--- src/rtl/scpu_instr_dispatch.sv ---
// rtl/scpu_instr_dispatch.sv - FIFO-buffered single-outstanding instruction issuer for the SCPU
//
// Purpose: queues 19-bit instructions from the host and hands them to the SCPU
// one at a time. The next instruction is only issued after the previous one has
// completed. A watchdog stops all issue if the SCPU never completes.
//
// Ports:
//   clk, rst_n        clock, asynchronous active-low reset
//   host_valid/ready  host push handshake; host_instr is the pushed word
//   flush             drop every queued (not yet issued) entry
//   cpu_in_valid      one-cycle issue strobe; cpu_instr holds the issued word
//   cpu_busy          SCPU busy, blocks issue
//   cpu_out_valid     SCPU completion pulse
//   level             FIFO occupancy 0..DEPTH
//   issued_cnt        issue counter (wraps)
//   done_cnt          completion counter (wraps)
//   err               sticky watchdog error
module scpu_instr_dispatch #(
    parameter int DEPTH   = 16,
    parameter int AW      = 4,
    parameter int TIMEOUT = 1024
) (
    input  logic          clk,
    input  logic          rst_n,
    input  logic          host_valid,
    input  logic [18:0]   host_instr,
    output logic          host_ready,
    input  logic          flush,
    output logic          cpu_in_valid,
    output logic [18:0]   cpu_instr,
    input  logic          cpu_busy,
    input  logic          cpu_out_valid,
    output logic [AW:0]   level,
    output logic [15:0]   issued_cnt,
    output logic [15:0]   done_cnt,
    output logic          err
);

    localparam int WDW = (TIMEOUT > 2) ? $clog2(TIMEOUT) : 1;
    localparam logic [AW:0]    FULL_LEVEL = (AW+1)'(DEPTH);
    localparam logic [WDW-1:0] WD_LAST    = WDW'(TIMEOUT - 1);

    typedef enum logic [1:0] {
        IDLE = 2'd0,
        WAIT = 2'd1,
        HALT = 2'd2
    } state_t;

    state_t         state;
    logic [18:0]    mem [DEPTH];
    logic [AW-1:0]  wr_ptr;
    logic [AW-1:0]  rd_ptr;
    logic [WDW-1:0] wd_cnt;
    logic           push;
    logic           pop;
    logic [AW:0]    level_nxt;

    // host_ready is registered and only low when full, so it alone gates pushes.
    // A push coinciding with flush is dropped together with the queue.
    assign push = host_valid && host_ready && !flush;
    assign pop  = (state == IDLE) && (level != '0) && !cpu_busy && !flush;

    always_comb begin
        level_nxt = level;
        if (flush) begin
            level_nxt = '0;
        end else if (push && !pop) begin
            level_nxt = level + 1'b1;
        end else if (!push && pop) begin
            level_nxt = level - 1'b1;
        end
    end

    // Storage carries no reset: an entry is only read after it has been written.
    always_ff @(posedge clk) begin
        if (push) begin
            mem[wr_ptr] <= host_instr;
        end
    end

    always_ff @(posedge clk or negedge rst_n) begin
        if (!rst_n) begin
            state        <= IDLE;
            wr_ptr       <= '0;
            rd_ptr       <= '0;
            level        <= '0;
            host_ready   <= 1'b0;
            cpu_in_valid <= 1'b0;
            cpu_instr    <= '0;
            issued_cnt   <= '0;
            done_cnt     <= '0;
            err          <= 1'b0;
            wd_cnt       <= '0;
        end else begin
            level      <= level_nxt;
            host_ready <= (level_nxt < FULL_LEVEL);

            if (push) begin
                wr_ptr <= wr_ptr + 1'b1;
            end
            // flush never coincides with a pop, and the push is suppressed,
            // so wr_ptr here is the pointer that stays valid.
            if (flush) begin
                rd_ptr <= wr_ptr;
            end else if (pop) begin
                rd_ptr <= rd_ptr + 1'b1;
            end

            cpu_in_valid <= 1'b0;

            case (state)
                IDLE: begin
                    if (pop) begin
                        cpu_instr    <= mem[rd_ptr];
                        cpu_in_valid <= 1'b1;
                        issued_cnt   <= issued_cnt + 1'b1;
                        wd_cnt       <= '0;
                        state        <= WAIT;
                    end
                end
                WAIT: begin
                    // A completion in the last watchdog cycle still wins.
                    if (cpu_out_valid) begin
                        done_cnt <= done_cnt + 1'b1;
                        wd_cnt   <= '0;
                        state    <= IDLE;
                    end else if (wd_cnt == WD_LAST) begin
                        err   <= 1'b1;
                        state <= HALT;
                    end else begin
                        wd_cnt <= wd_cnt + 1'b1;
                    end
                end
                HALT: begin
                    state <= HALT;
                end
                default: begin
                    state <= IDLE;
                end
            endcase
        end
    end

endmodule
--- config.mk ---
export PLATFORM = sky130hd
export DESIGN_NAME = scpu_instr_dispatch
export DESIGN_NICKNAME = d
export VERILOG_FILES = /design/src/rtl/scpu_instr_dispatch.sv
export SDC_FILE = /design/constraint.sdc
export NUM_CORES = 1
export LEC_CHECK = 0
export ABC_AREA = 1
export BUFFER_PORTS_ARGS = -buffer_cell sky130_fd_sc_hd__buf_2
export CORE_AREA = 3 3 248 226
export CTS_BUF_LIST = sky130_fd_sc_hd__clkbuf_16
export DETAILED_ROUTE_END_ITERATION = 10
export DIE_AREA = 0 0 251 229
export PLACE_DENSITY = 0.41
export SETUP_SLACK_MARGIN = 0.5
export SKIP_LAST_GASP = 1
export SYNTH_ARGS = -nofsm -noshare
export SYNTH_HDL_FRONTEND = slang
export SYNTH_SLANG_ARGS = --single-unit
--- constraint.sdc ---
create_clock -name clk -period 2.52 [get_ports clk]
set_input_delay 0.126 -clock clk [delete_from_list [all_inputs] [get_ports clk]]
set_output_delay 0.126 -clock clk [all_outputs]
set_load 0.02 [all_outputs]
# Word-level counts from Yosys, hierarchy flattened
# Memories as Yosys holds them, arrays and structs flattened. A register that Yosys moved wholly into a read port is not among the register bits.
# Index checks and enable logic that the tools add are counted.
[word_totals] ff_bits=60 mem_count=1 ram_bits=304 input_bits=25 elab_cells=64 output_inout_bits=59
[mem_list] name="mem" words=16 word_bits=19 read_ports=1 rd_ports_with_merged_regs=1 write_ports=1 line_no="50" rtl="logic [18:0] mem [DEPTH];"
[classes] addsub=7 reduce_logical=21 n_mux=17 n_lt_le_gt_ge=1 bitwise_logic=1 n_eq_ne=6
[ops] cell="16-bit by 1-bit adder with 16-bit output, second input constant" count=2
[ops] cell="10-bit two-way mux" count=3
[ops] cell="10-bit case mux with 2 select lines" count=1
[ops] cell="5-bit two-way mux" count=3
[ops] cell="10-bit by 1-bit adder with 10-bit output, second input constant" count=1
[ops] cell="10-bit == test, second input constant" count=1
[ops] cell="4-bit by 1-bit adder with 4-bit output, second input constant" count=2
[ops] cell="4-bit two-way mux" count=2
[ops] cell="1-bit logical AND" count=7
[ops] cell="2-bit two-way mux" count=3
[ops] cell="3-bit inequality test, second input constant" count=2
[ops] cell="2-bit case mux with 3 select lines" count=1
[ops] cell="2-bit AND reduction" count=3
[ops] cell="3-bit AND reduction" count=2
[ops] cell="5-bit by 1-bit adder with 5-bit output, second input constant" count=1
[ops] cell="1-bit zero test" count=5
[ops] cell="5-bit < comparator, second input constant" count=1
[ops] cell="5-bit nonzero test" count=1
[ops] cell="5-bit by 1-bit subtractor with 5-bit output, second input constant" count=1
[ops] cell="1-bit two-way mux" count=4
[ops] cell="2-bit nonzero test" count=2
[ops] cell="2-bit by 1-bit == test with 1-bit output, second input constant" count=1
[ops] cell="2-bit == test, second input constant" count=1
[ops] cell="2-bit zero test" count=1
[ops] cell="2 further kinds" count=2

# Logic depth before layout (Yosys ltp)
[depth] word_depth=9 ltp_mapped=10 mapped_depth_nobuf=10

# Worst setup path before layout
# No wires, ideal clock.
[synth_timing] kind="register -> register" startpoint="reg host_ready" endpoint="mem mem[11][0] (enable)" path_buffers=0 required_time_ns=2.125 t_arrival_ns=1.705 period_less_slack_ns=2.100 stages_incl_launch_ff=5 path_slack_ns=0.420 path_cell_list="dfrtp_1 -> nand3_2 -> inv_2 -> nand2_1 -> nor2_1"
[synth_via] elab_chain_cells=4
[synth_lines] item="from (decl)" line_no="27" rtl="output logic host_ready,"
[synth_lines] item="from (signal assigned)" line_no="96" rtl="host_ready <= (level_nxt < FULL_LEVEL);"
[synth_lines] item="1-bit logical AND (2 in a row)" line_no="60" rtl="assign push = host_valid && host_ready && !flush;"
[synth_lines] item="1-bit two-way mux" line_no="76" rtl="if (push) begin"
[synth_lines] item="1-bit two-way mux (not written as such)" line_no="77" rtl="mem[wr_ptr] <= host_instr;"
[synth_lines] item="to (decl)" line_no="50"
# Every way passes these cells.

# Worst setup path after layout
[layout_timing] startpoint="in flush" endpoint="mem mem[7][4] (enable)"
[layout_via] elab_chain_cells=4
[layout_lines] item="from (decl)" line_no="28" rtl="input logic flush,"
[layout_lines] item="1-bit zero test" line_no="60"
[layout_lines] item="1-bit logical AND" line_no="60"
[layout_lines] item="1-bit two-way mux" line_no="76"
[layout_lines] item="1-bit two-way mux (not written as such)" line_no="77"
# Every way passes these cells.

==> results by group <==
Drt
  • Router iterations before antenna repair: 5
  • Top Layer Used: met5
  • WL final: 45680 um
  • Routed wl met3: roughly 1900 um
  • ANT nets after route: 0
  • Mean routed wirelength per cell: 19.76 um
  • Iteration-0 DRC count of the detailed router: ~530
  • WL met1: 22820 um
  • Via density: 4.634
  • DRC viols: 0
  • Met2 WL: roughly 20000 um
  • Via count: 10710

Placement
  • Dpl ws: a little over 600 ps
  • DP HPWL: 26610 um
  • Routability cong.: between 0.7 and 0.8
  • Number of buffers added on ports: a little over 80

STA
  • Slew HR: between 60 and 70%
  • Worst setup margin: 652.6 ps
  • Worst-Margin Slew: roughly 560 ps
  • Tmin final: approximately 1900 ps
  • Clock skew: about 19 ps
  • Fin. max-slew vios: 0
  • Hold Vio Cnt, Final: 0
  • Final TNS setup: 0 ps
  • Final setup violation count: 0
  • Final Cycle Share: 74.11%
  • RSZ-0062 raised after global routing: false
  • Max Fclk: around 0.54 GHz

CTS
  • Root Buffer: clkbuf_16
  • Total CTS buffers: 44
  • Skew-Pair Late Insertion Delay: ~570 ps
  • Max Root-Sink Buffers: 3
  • H-tree Lvls: 2
  • CTS sink count: between 300 and 400
  • Post-CTS setup repair buffer count: 0
  • CTS clk-pin slew, worst paths: around 60 ps
  • CTS tree: yes

Synth
  • Avg Cell Area, Syn: about 11 um2
  • Net count after synthesis: roughly 1500
  • Post-synth top area cell: edfxtp_1
  • Synth top area cells: edfxtp_1, dfrtp_1, nand2_1
  • Synth Instances: approximately 1400
  • Cell area after synthesis: 16030 um2
  • Number of library cell types mapped by synthesis: 35
  • Number of synthesized register bits: roughly 380
  • Yosys warnings: 0
  • Share of the synthesized area in the top cell type: between 50% and 60%
  • Share of the yosys chip area belonging to registers: between 60% and 70%

Power
  • PwrDens: roughly 900 nW/um2
  • Leak pwr: between 7 and 8 nW
  • Maximum VDD drop: 0.6075 mV
  • Logic pwr share: between 20% and 30%
  • P_sw: 5.386 mW
  • Sequential share of power: 42.3%
  • Switching part of the total: between 30% and 40%
  • Clock power frac: 35.1%
  • Design Power: around 17 mW
  • Int Pwr: 11.79 mW

Global routing
  • Pin count of the biggest net entering global routing: 80
  • Number of antenna violations at the first check in global routing: 2
  • Vias in the first global route: slightly above 10000
  • GR Overflow Total: 0
  • Gr usage total: 15.97%
  • Global-route wire length before repair: 68710 um

Critical path
  • CP required: between 2000 and 3000 ps
  • Crit path from: flush
  • WS Path Type: input pin to register
  • Max FO, Critical Path: 19
  • Setup crit start kind: input pin
  • Setup crit end kind: register
  • Reg2reg path depth: 9
  • RR Endpoint: level[1]
  • Crit path DAT: around 2100 ps
  • Setup crit end: mem[7][4]
  • R2R Setup Slk: ~700 ps
  • Worst r2r src: level[0]

Die
  • Initial core utilization: between 20 and 30%
  • Height of the die: about 230 um
  • Core Area: 53920 um2
  • Die area: about 57000 um2
  • Die X: about 250 um
  • I/O Pins: 84
  • Row Count: just over 80

Finish
  • Ant diodes: 0
  • Area Growth Syn to Fin: 19.53%
  • Share of layout cells above drive strength 1: 14.69%
  • Final net count: roughly 1600

Outcome
  • Run status: finished clean

Job
  • Max-cap viol count: 0

Worst hold path
  • Hold/Removal Path Class: input pin to asynchronous set/reset pin
## state kept, by name, indices dropped and copies added (netlist names), 2 cells and up
| signal | flops |
|---|---|
| wd_cnt | 10 |
| wr_ptr | 4 |
| level | 5 |
| done_cnt | 16 |
| issued_cnt | 16 |
| mem | 304 |
| rd_ptr | 4 |
| state | 2 |
| cpu_instr | 19 |
## what timing repair did
action / 4_1_cts / 5_1_grt
resized for setup: 0 / 1
endpoints found under the setup margin: 0 / 8
hold buffers: 23 / 0
endpoints found under the hold margin: 396 / 0
## kinds of logic (layout without fill, tap and decap cells)
family,after synthesis,count (layout),synth area share (%)
AND/OR/NAND/NOR,767,767,20.33
flip-flops,383,383,69.27
buffers and inverters,129,303,3.683
AO/OA/AOI/OAI,112,112,4.191
XOR/XNOR,32,32,1.748
adder cells (fa/ha/maj),10,10,0.7804
## worst min path at each step
stage / end / cells after the start / from / slack (ps)
final: issued_cnt[7] / 2 / rst_n / 40
after global routing: cpu_instr[12] / 2 / rst_n / 80
after CTS: level[4] / 2 / rst_n / 20
after detailed placement: issued_cnt[7] / 1 / rst_n / 90
after global placement: issued_cnt[7] / 1 / rst_n / 90
after floorplan: cpu_in_valid / 0 / rst_n / -170
## through the flow
stage | utilization (%) | hold WS (ps) | area, um2 | cells
finish | 35.54 | 38.72 | 19160 | 2312
global route | 35.54 | 84.57 | 19160 | 2312
CTS | 35.53 | 22.40 | 19160 | 2312
detailed placement | 32.59 | 88.88 | 17570 | 2207
global placement | 32.59 | 91.84 | 17570 | 2207
floorplan | - | -169.6 | 16050 | 1433
## area by class of cell
| cell class | count | area, um2 |
|---|---|---|
| timing repair buffer | 157 | 1181 |
| inverter | 64 | 242.7 |
| tap | 705 | 882.1 |
| clock buffer | 46 | 1151 |
| fill | 5428 | 34750 |
| sequential | 383 | 11110 |
| clock inverter | 36 | 203.9 |
| multi-input combinational | 921 | 4392 |
## worst max-delay path: stages
cell and delay [ps]:
dlygate4sd3_1 550, buf_2 170, inv_2 150, nand3_2 140, inv_2 170, nand2_1 220
nor2_2 140, buf_4 390
## per-layer routing
layer  global-route usage, %  up-vias
met5                       0        -
met4                   4.241        4
met3                   2.657       49
met2                   24.03      193
met1                   23.85     5269
li1                        -     5199
## cell usage after synthesis (all sizes together)
master  number
inv         64
a21o         1
a21boi      19
ha          10
buf         50
nor2        60
a22oi        1
nor3         6
nand4       15
edfxtp     304
dfrtp       79
o211ai      19
xnor2       11
nor4         1
a21oi       42
nand2      506
o221ai       3
xor2        21
nand3b       1
nand3      178
o21ai       27
clkbuf      15
## layout by cell type, fill, tap and decap left out, types with 2 or more instances in the layout
cell and count:
inv_1 66, clkinv_1 20, nor3_1 5, nand3_2 2, dlygate4sd3_1 23, a21boi_0 19, nand4_1 15, clkinv_2 3
nor2_1 31, nand2_1 499, nor2_2 23, a21oi_1 42, nand2_2 6, xnor2_1 11, o211ai_1 19, nor2_4 5
bufinv_16 2, clkbuf_16 46, xor2_1 21, o221ai_1 3, o21ai_1 3, edfxtp_1 304, nand3_1 175, buf_4 40
buf_12 12, dfrtp_1 77, ha_1 10, inv_2 7, buf_2 82, o21ai_0 24
## power groups by stage
stage	Combinational, mW	Sequential (mW)	Clock [mW]
2_1_floorplan	2.44	7.36	0
3_3_place_gp	3.91	7.39	0
3_5_place_dp	3.90	7.40	0
4_1_cts	3.95	7.27	6.24
5_1_grt	4.33	7.29	6.48
6_report	3.87	7.27	6.03
(Power assumes the default switching activity.)
